### config.mk
export PLATFORM = sky130hd
export DESIGN_NAME = lut_writer
export DESIGN_NICKNAME = d
export VERILOG_FILES = /design/src/rtl/lut_writer.sv
export SDC_FILE = /design/constraint.sdc
export NUM_CORES = 1
export LEC_CHECK = 0
export BUFFER_PORTS_ARGS = -buffer_cell sky130_fd_sc_hd__buf_2
export CAP_MARGIN = 10
export CELL_PAD_IN_SITES_DETAIL_PLACEMENT = 2
export CELL_PAD_IN_SITES_GLOBAL_PLACEMENT = 2
export CORE_UTILIZATION = 45
export DETAILED_ROUTE_END_ITERATION = 16
export PLACE_DENSITY = 0.75
export SLEW_MARGIN = 20
export SYNTH_ARGS = -nofsm -noshare
export SYNTH_HDL_FRONTEND = slang
export SYNTH_SLANG_ARGS = --single-unit
### constraint.sdc
create_clock -name clk -period 2 [get_ports clk]
set_clock_uncertainty 0.1 [all_clocks]
set_input_delay 0.4 -clock clk [delete_from_list [all_inputs] [get_ports clk]]
set_output_delay 0.4 -clock clk [all_outputs]
set_load 0.01 [all_outputs]
### src/rtl/lut_writer.sv
// lut_writer: 16x8 writable lookup table with a valid/ready write port and a registered read port.
// Define LUT_INIT_EN to add the fill engine that loads entry n = n*8'h11 after reset or on init_req.
module lut_writer (
  input  logic       clk,
  input  logic       rst_n,
  input  logic       init_req,
  input  logic       wr_valid,
  output logic       wr_ready,
  input  logic [3:0] wr_addr,
  input  logic [7:0] wr_data,
  input  logic [3:0] rd_addr,
  output logic [7:0] rd_data,
  output logic       busy,
  output logic       init_done,
  output logic [4:0] wr_count
);
  logic [7:0] mem_q [16];
  logic [7:0] mem_d [16];
  logic [7:0] rd_data_q, rd_data_d;
  logic [4:0] wr_count_q, wr_count_d;
  logic       wr_hs;

`ifdef LUT_INIT_EN
  typedef enum logic {ST_INIT, ST_IDLE} state_e;
  state_e     state_q, state_d;
  logic [3:0] idx_q, idx_d;
  logic       init_done_q, init_done_d;

  assign wr_ready  = (state_q == ST_IDLE);
  assign busy      = ~wr_ready;
  assign init_done = init_done_q;

  always_comb begin
    state_d     = state_q;
    idx_d       = idx_q;
    init_done_d = 1'b0;
    if (state_q == ST_INIT) begin
      idx_d = idx_q + 4'd1;
      if (idx_q == 4'd15) begin
        state_d     = ST_IDLE;
        init_done_d = 1'b1;
      end
    end else if (init_req) begin
      state_d = ST_INIT;
      idx_d   = 4'd0;
    end
  end
`else
  logic unused_init_req;

  assign wr_ready        = 1'b1;
  assign busy            = 1'b0;
  assign init_done       = 1'b0;
  assign unused_init_req = init_req;
`endif

  assign wr_hs    = wr_valid & wr_ready;
  assign rd_data  = rd_data_q;
  assign wr_count = wr_count_q;

  // Read samples the pre-edge array, so a same-cycle write returns the old byte.
  always_comb begin
    mem_d      = mem_q;
    wr_count_d = wr_count_q;
    rd_data_d  = mem_q[rd_addr];
    if (wr_hs) begin
      mem_d[wr_addr] = wr_data;
      if (wr_count_q != 5'd31) wr_count_d = wr_count_q + 5'd1;
    end
`ifdef LUT_INIT_EN
    if (state_q == ST_INIT) begin
      mem_d[idx_q] = {idx_q, idx_q};
      if (idx_q == 4'd15) wr_count_d = 5'd0;
    end
`endif
  end

  always_ff @(posedge clk or negedge rst_n) begin
    if (!rst_n) begin
      for (int i = 0; i < 16; i++) mem_q[i] <= 8'h00;
      rd_data_q   <= 8'h00;
      wr_count_q  <= 5'd0;
`ifdef LUT_INIT_EN
      state_q     <= ST_INIT;
      idx_q       <= 4'd0;
      init_done_q <= 1'b0;
`endif
    end else begin
      mem_q       <= mem_d;
      rd_data_q   <= rd_data_d;
      wr_count_q  <= wr_count_d;
`ifdef LUT_INIT_EN
      state_q     <= state_d;
      idx_q       <= idx_d;
      init_done_q <= init_done_d;
`endif
    end
  end
endmodule
==> parameters.txt, run 1 <==
Parameter                              Value

Critical path
  Chain of cells forming the critical path ... ha_1, and3_1, ha_1, nor2b_1, buf_4, mux2_2
  CP max FO ... 5
  Buf/Inv on CP ... 1
  CP peak stage delay ... 0.42 ns
  Required @ worst endpoint ... between 2 and 2.5 ns
  Most used cell, CP ... sky130_fd_sc_hd__ha_1
  Crit path max-delay family ... flip-flops
  Kind of end point of the critical path ... flop
  CP startpoint kind ... flop
  Arrival time at the worst endpoint ... around 2.0 ns
  Slowest CP cell ... sky130_fd_sc_hd__dfrtp_1
  Start-to-end type of the worst setup path ... flop to flop

Routing
  Detailed router's first-iteration violation count ... a little over 200
  Number of iterations in the first detailed-routing pass ... 4
  Mean routed wirelength per cell ... approximately 26 µm
  Detailed-route wire length ... around 16000 µm
  DRC violations left ... 0
  Via count ... around 3600
  Met3 wire len ... a little under 600 µm
  Routed wire length on met2 ... roughly 8600 µm
  DR top layer ... met4
  Antenna-violating nets left ... 0
  Met1 Routed Length ... between 6000 and 7000 µm
  Via-per-instance ratio ... between 5 and 6

Logic synthesis
  Number of flops mapped to enable cells by yosys ... 0
  Post-synthesis cell type count ... 25
  Post-synth design cell area ... about 6200 µm²
  Synth Flop Type ... sky130_fd_sc_hd__dfrtp_1
  Async set-or-reset flop fraction in the synthesized netlist ... 1.00
  Top cells by area in the synthesized netlist ... sky130_fd_sc_hd__dfrtp_1, sky130_fd_sc_hd__mux2_2, sky130_fd_sc_hd__mux4_2, sky130_fd_sc_hd__mux2_1, sky130_fd_sc_hd__a22oi_1
  Library cell occupying the most area in the post-synthesis netlist ... sky130_fd_sc_hd__dfrtp_1
  Yosys top cell area share ... 0.565
  Count leader, synth ... sky130_fd_sc_hd__dfrtp_1
  Post-synthesis area per instance ... ~16 µm²
  Sequential share of the synthesized area ... 0.565
  Count of warnings emitted by yosys ... 0
  Most instantiated cells after synthesis ... sky130_fd_sc_hd__dfrtp_1, sky130_fd_sc_hd__mux2_2, sky130_fd_sc_hd__mux4_2, sky130_fd_sc_hd__mux2_1, sky130_fd_sc_hd__a22oi_1
  Count of mapped cells out of synthesis ... ~390
  Number of storage elements in the synthesis netlist ... 141

CTS
  Worst skew pair latency ... 0.42 ns
  CTS tree ... done
  Number of CTS-inserted buffers ... 17
  Clock-pin slew of the registers on the worst-case setup and hold paths ... 0.06 ns
  Max Buffers Root-to-Sink ... 2
  Number of H-tree branching levels ... 4
  Clock sink total ... roughly 140
  Resized Gates After CTS ... 0
  CTS Root Cell ... sky130_fd_sc_hd__clkbuf_16

Floorplan
  Die ar. ... ~14000 µm²
  Initial standard-cell utilization of the core ... 0.466
  Total I/O pin count ... 36
  Die span in y ... roughly 120 µm
  Chip Width ... 120 µm
  Number of rows in the core area ... 42
  CORE AREA ... roughly 13000 µm²

Global routing
  Global-route usage over all layers ... 0.255
  Vias in the first global route ... between 4000 and 5000
  Maximum number of pins on one net before global-route repair ... between 40 and 50
  GRT overflow ... 0
  Global-route wire length before repair ... around 26000 µm
  Antenna violations before repair ... 0

Timing
  Time the final worst path needs with I/O delays and setup ... about 1.8 ns
  Setup repair after global routing missed its margin ... no
  Final hold violations ... 0
  Minimum hold slack ... 0.342 ns
  Final period utilization ... 0.903
  Worst slew pin tran ... roughly 0.95 ns
  Pins Over Slew Limit ... 0
  Fmax ... about 550 MHz
  Count of final setup violators ... 0
  Worst Setup Slack, final ... around 0.2 ns
  Worst slew margin relative to its limit ... 0.364
  Sum of negative setup slack ... 0 ns

Run
  # Max-Cap Violations ... 0

Power and ir drop
  Leakage power ... ~3.3 nW
  Maximum vdd ir drop ... approximately 0.00069 V
  Power Total ... about 9 mW
  Total power divided by cell area ... roughly 1200 nW/µm²

Finish
  Layout cells sized above 1 ... 0.510
  Nets@finish ... between 400 and 500
  Post-synthesis to final-layout area growth ... 19.8%
  Number of diodes added for antenna fixing ... 0
  Final Core Density ... 0.558
  Number of fillers in the final layout ... about 1200

Worst hold path
  Class of the tightest hold or removal check ... primary input to flop

Place
  Pre-CTS setup slack ... just over 0.02 ns
  DP HPWL ... between 10000 and 15000 µm
  RD Place Congestion ... slightly above 0.7
  IO buf count ... 31

Run status
  Outcome ... finished, final reports clean
[logic make-up after synthesis]
| logic type | count (synthesis) | synth area share |
|---|---|---|
| buf+inv | 27 | 0.0198 |
| other cells | 2 | 0.00120 |
| xor+xnor | 3 | 0.00421 |
| fa+ha+maj | 2 | 0.00401 |
| compound gates | 16 | 0.0192 |
| mux | 162 | 0.350 |
| simple gates | 40 | 0.0363 |
| flops | 141 | 0.565 |
[cell usage in the layout (no fill, tap or decap), drive strengths merged]
master,Yosys,layout
a22oi,16,16
and2,1,1
and3,2,2
buf,14,57
bufinv,0,4
clkbuf,13,23
clkinv,0,3
clkinvlp,0,2
conb,2,3
dfrtp,141,141
dlygate4sd3,0,1
ha,2,2
mux2,130,130
mux4,32,32
nand2,11,11
nand2b,3,3
nand3,1,1
nand3b,3,3
nand4,1,1
nor2,11,11
nor2b,3,3
nor3b,1,1
or3,3,3
xnor2,2,2
xor2,1,1
[sequential cells by signal (all words and copies together), names as in the netlist]
signal and cells:
mem_q 128, rd_data 8, wr_count 5
[where the power goes]
group	internal [mW]	switching, mW	total (mW)
clock network	2.22	1.21	3.43
registers	3.56	0.435	3.99
logic	0.906	0.627	1.53
[routing by layer]
layer	vias up	GRT usage
met5	-	0
met4	0	0.0883
met3	21	0.0618
met2	86	0.436
met1	1941	0.317
li1	1553	-
[worst paths after layout]
check / startpoint / endpoint / slack [ns] / cells after the start
max reg2reg: wr_count[0] / wr_count[4] / 0.19 / 6
min reg2reg: mem_q[100] / mem_q[100] / 0.39 / 1
min in group asynchronous: rst_n / mem_q[98] / 0.38 / 2
min: wr_data[0] / mem_q[112] / 0.34 / 2
max in group asynchronous: rst_n / mem_q[52] / 0.87 / 3
max: wr_count[0] / wr_count[4] / 0.19 / 6
[per-stage QoR]
step / std cells / cell area (µm²)
after floorplan: 394 / 6250
after global placement: 600 / 6820
after detailed placement: 600 / 6820
after CTS: 633 / 7480
after global routing: 633 / 7480
final: 633 / 7480
[area by class of cell]
cell class	count	area, µm²	area share
multi-input combinational	226	2590	0.347
timing repair buffer	58	492	0.0657
clock inverter	9	158	0.0211
sequential	141	3530	0.472
clock buffer	23	488	0.0652
tap	176	220	0.0294
[timing repair]
item                       CTS  global route
hold endpoints to repair    40             0
setup buffers                0             0
hold buffers                 1             0
setup endpoints to repair    0             0
(Power assumes the default switching activity.)
==> inputs of run 2 (changes only) <==
Settings changed: CORE_UTILIZATION 45 to 48, HOLD_SLACK_MARGIN from default to 0.15, PLACE_DENSITY 0.75 to 0.8, SETUP_SLACK_MARGIN from default to 0.4.
Clock period 2 ns to 2.14 ns, I/O delays scaled along.
==> parameters.txt, run 2 (synthesis results as in run 1) <==
Parameter                              Value

CTS
  Number of CTS-inserted buffers ... 17
  CTS Root Cell ... sky130_fd_sc_hd__clkbuf_16
  Max Buffers Root-to-Sink ... 2
  Clock sink total ... about 140
  Number of H-tree branching levels ... 4
  Clock-pin slew of the registers on the worst-case setup and hold paths ... roughly 0.070 ns
  Worst skew pair latency ... 0.43 ns
  CTS tree ... done

Power and ir drop
  Sequential share of power ... 0.451
  Total power divided by cell area ... around 1100 nW/µm²
  Maximum vdd ir drop ... 0.000812 V
  Total internal power ... roughly 6 mW
  Share of power burned in combinational logic ... 0.203
  Leakage power ... 3.29 nW
  Net Sw Frac ... 0.294
  Psw ... ~2.5 mW
  Clk pwr share ... 0.346

Floorplan
  Chip Width ... around 120 µm
  Total I/O pin count ... 36
  Initial standard-cell utilization of the core ... 0.493
  CORE AREA ... between 10000 and 15000 µm²
  Number of rows in the core area ... slightly above 40
  Die span in y ... between 100 and 150 µm
  Die ar. ... about 13000 µm²

Critical path
  Arrival time at the worst endpoint ... between 2 and 2.5 ns
  Kind of end point of the critical path ... flop
  Cell count along the critical path ... 6
  CP max FO ... 5
  Start-to-end type of the worst setup path ... flop to flop
  CP peak stage delay ... 0.39 ns
  Slowest CP cell ... sky130_fd_sc_hd__dfrtp_1
  Buf/Inv on CP ... 0
  CP startpoint kind ... flop
  Worst reg2reg path depth ... 6
  Required @ worst endpoint ... about 2.4 ns
  Crit path max-delay family ... simple AND/OR/NAND/NOR gates
  Chain of cells forming the critical path ... ha_2, and3_4, ha_4, nor2b_4, nand4_1, xnor2_1

Finish
  Top register by number of flip-flops ... mem_q
  Number of diodes added for antenna fixing ... 0
  Post-Layout Cell Count ... 641
  Post-synthesis to final-layout area growth ... 19.6%
  Flip-flop count of the largest register after layout ... about 130
  Nets@finish ... 479
  Number of fillers in the final layout ... 1088
  Layout cells sized above 1 ... 0.529
  Most frequent cells in the layout ... sky130_fd_sc_hd__dfrtp_1, sky130_fd_sc_hd__mux2_2, sky130_fd_sc_hd__buf_4
  Most common cell after layout, fill and taps aside ... sky130_fd_sc_hd__dfrtp_1

Timing
  Count of final setup violators ... 0
  Pins Over Slew Limit ... 0
  Final hold violations ... 0
  Worst slew margin relative to its limit ... 0.627
  Final period utilization ... 0.833
  Fmax ... between 500 and 600 MHz
  Time the final worst path needs with I/O delays and setup ... between 1.5 and 2 ns
  Worst Setup Slack, final ... roughly 0.36 ns
  Setup repair after global routing missed its margin ... yes
  Sum of negative setup slack ... 0 ns
  Worst slew pin tran ... around 0.56 ns

Global routing
  Global-route usage over all layers ... 0.322
  Maximum number of pins on one net before global-route repair ... 43
  Vias in the first global route ... around 4500
  GRT overflow ... 0
  Antenna violations before repair ... 0
  Global-route wire length before repair ... 29700 µm

Routing
  Mean routed wirelength per cell ... 33.0 µm
  DRC violations left ... 0
  Via-per-instance ratio ... 6.18
  Via count ... approximately 4000
  Detailed-route wire length ... about 21000 µm
  Antenna-violating nets left ... 0
  Detailed router's first-iteration violation count ... 247
  Number of iterations in the first detailed-routing pass ... 4

Place
  RD Place Congestion ... 0.689
  DP HPWL ... approximately 11000 µm
  Pre-CTS setup slack ... about 0.15 ns
  Cell count after placement ... 604
  IO buf count ... 31

Run status
  Outcome ... finished, final reports clean

Worst hold path
  Class of the tightest hold or removal check ... primary input to async pin

Run
  # Max-Cap Violations ... 0
[run 2: cell type report]
cell class	instances	area, µm²	area share
Clock inverter	7	62.6	0.00838
Clock buffer	24	492	0.0659
Timing Repair Buffer	71	537	0.0719
Multi-Input combinational cell	226	2630	0.352
Tap cell	172	215	0.0288
Sequential cell	141	3530	0.473
[run 2: per-layer routing]
layer  share of wire  vias up  track usage  wire [µm]
li1                -     1577            -          -
met2            0.53      131        0.565      11200
met4           0.030        0        0.150        643
met1            0.40     2208        0.383       8540
met3           0.034       48       0.0607        722
met5               0        -            0          0
[run 2: timing repair]
| item | 4_1_cts | 5_1_grt |
|---|---|---|
| gates resized for setup | 1 | 7 |
| buffers inserted | 3 | 2 |
| hold buffers | 1 | 0 |
| endpoints found under the hold margin | 35 | 0 |
| endpoints found under the setup margin | 4 | 3 |
| pin swaps | 0 | 3 |
[run 2: path summary, 6_finish.rpt]
check / from / endpoint / slack, ns
worst max-delay path: wr_count[1] / wr_count[3] / 0.36
worst min-delay path: rst_n / mem_q[97] / 0.39
worst max register to register: wr_count[1] / wr_count[3] / 0.36
worst min register to register: mem_q[115] / mem_q[115] / 0.39
max in group asynchronous: rst_n / mem_q[88] / 0.79
min in group clk: wr_data[2] / mem_q[106] / 0.39
[run 2: metrics by stage]
step | utilization | hold slack (ns) | cell area (µm²) | total power, mW
floorplan | - | 0.0324 | 6270 | 4.60
global placement | 0.538 | 0.264 | 6820 | 4.97
detailed placement | 0.538 | 0.265 | 6820 | 5.21
CTS | 0.585 | 0.351 | 7410 | 8.26
global route | 0.589 | 0.396 | 7460 | 8.70
finish | 0.589 | 0.391 | 7460 | 8.45
[run 2: power groups by stage]
stage               sequential [mW]  clock [mW]  combinational, mW
floorplan                      3.63           0              0.965
global route                   3.86        3.05               1.79
finish                         3.81        2.92               1.72
detailed placement             3.76           0               1.45
global placement               3.65           0               1.33
CTS                            3.78        2.89               1.59
[run 2: worst register-to-register path, delay by kind of cell (launching register included)]
kind | cells | cell delay, ns
DFF | 1 | 0.39
xor gates and xnor gates | 1 | 0.27
adders and majority gates | 2 | 0.36
and+or+nand+nor | 3 | 0.54
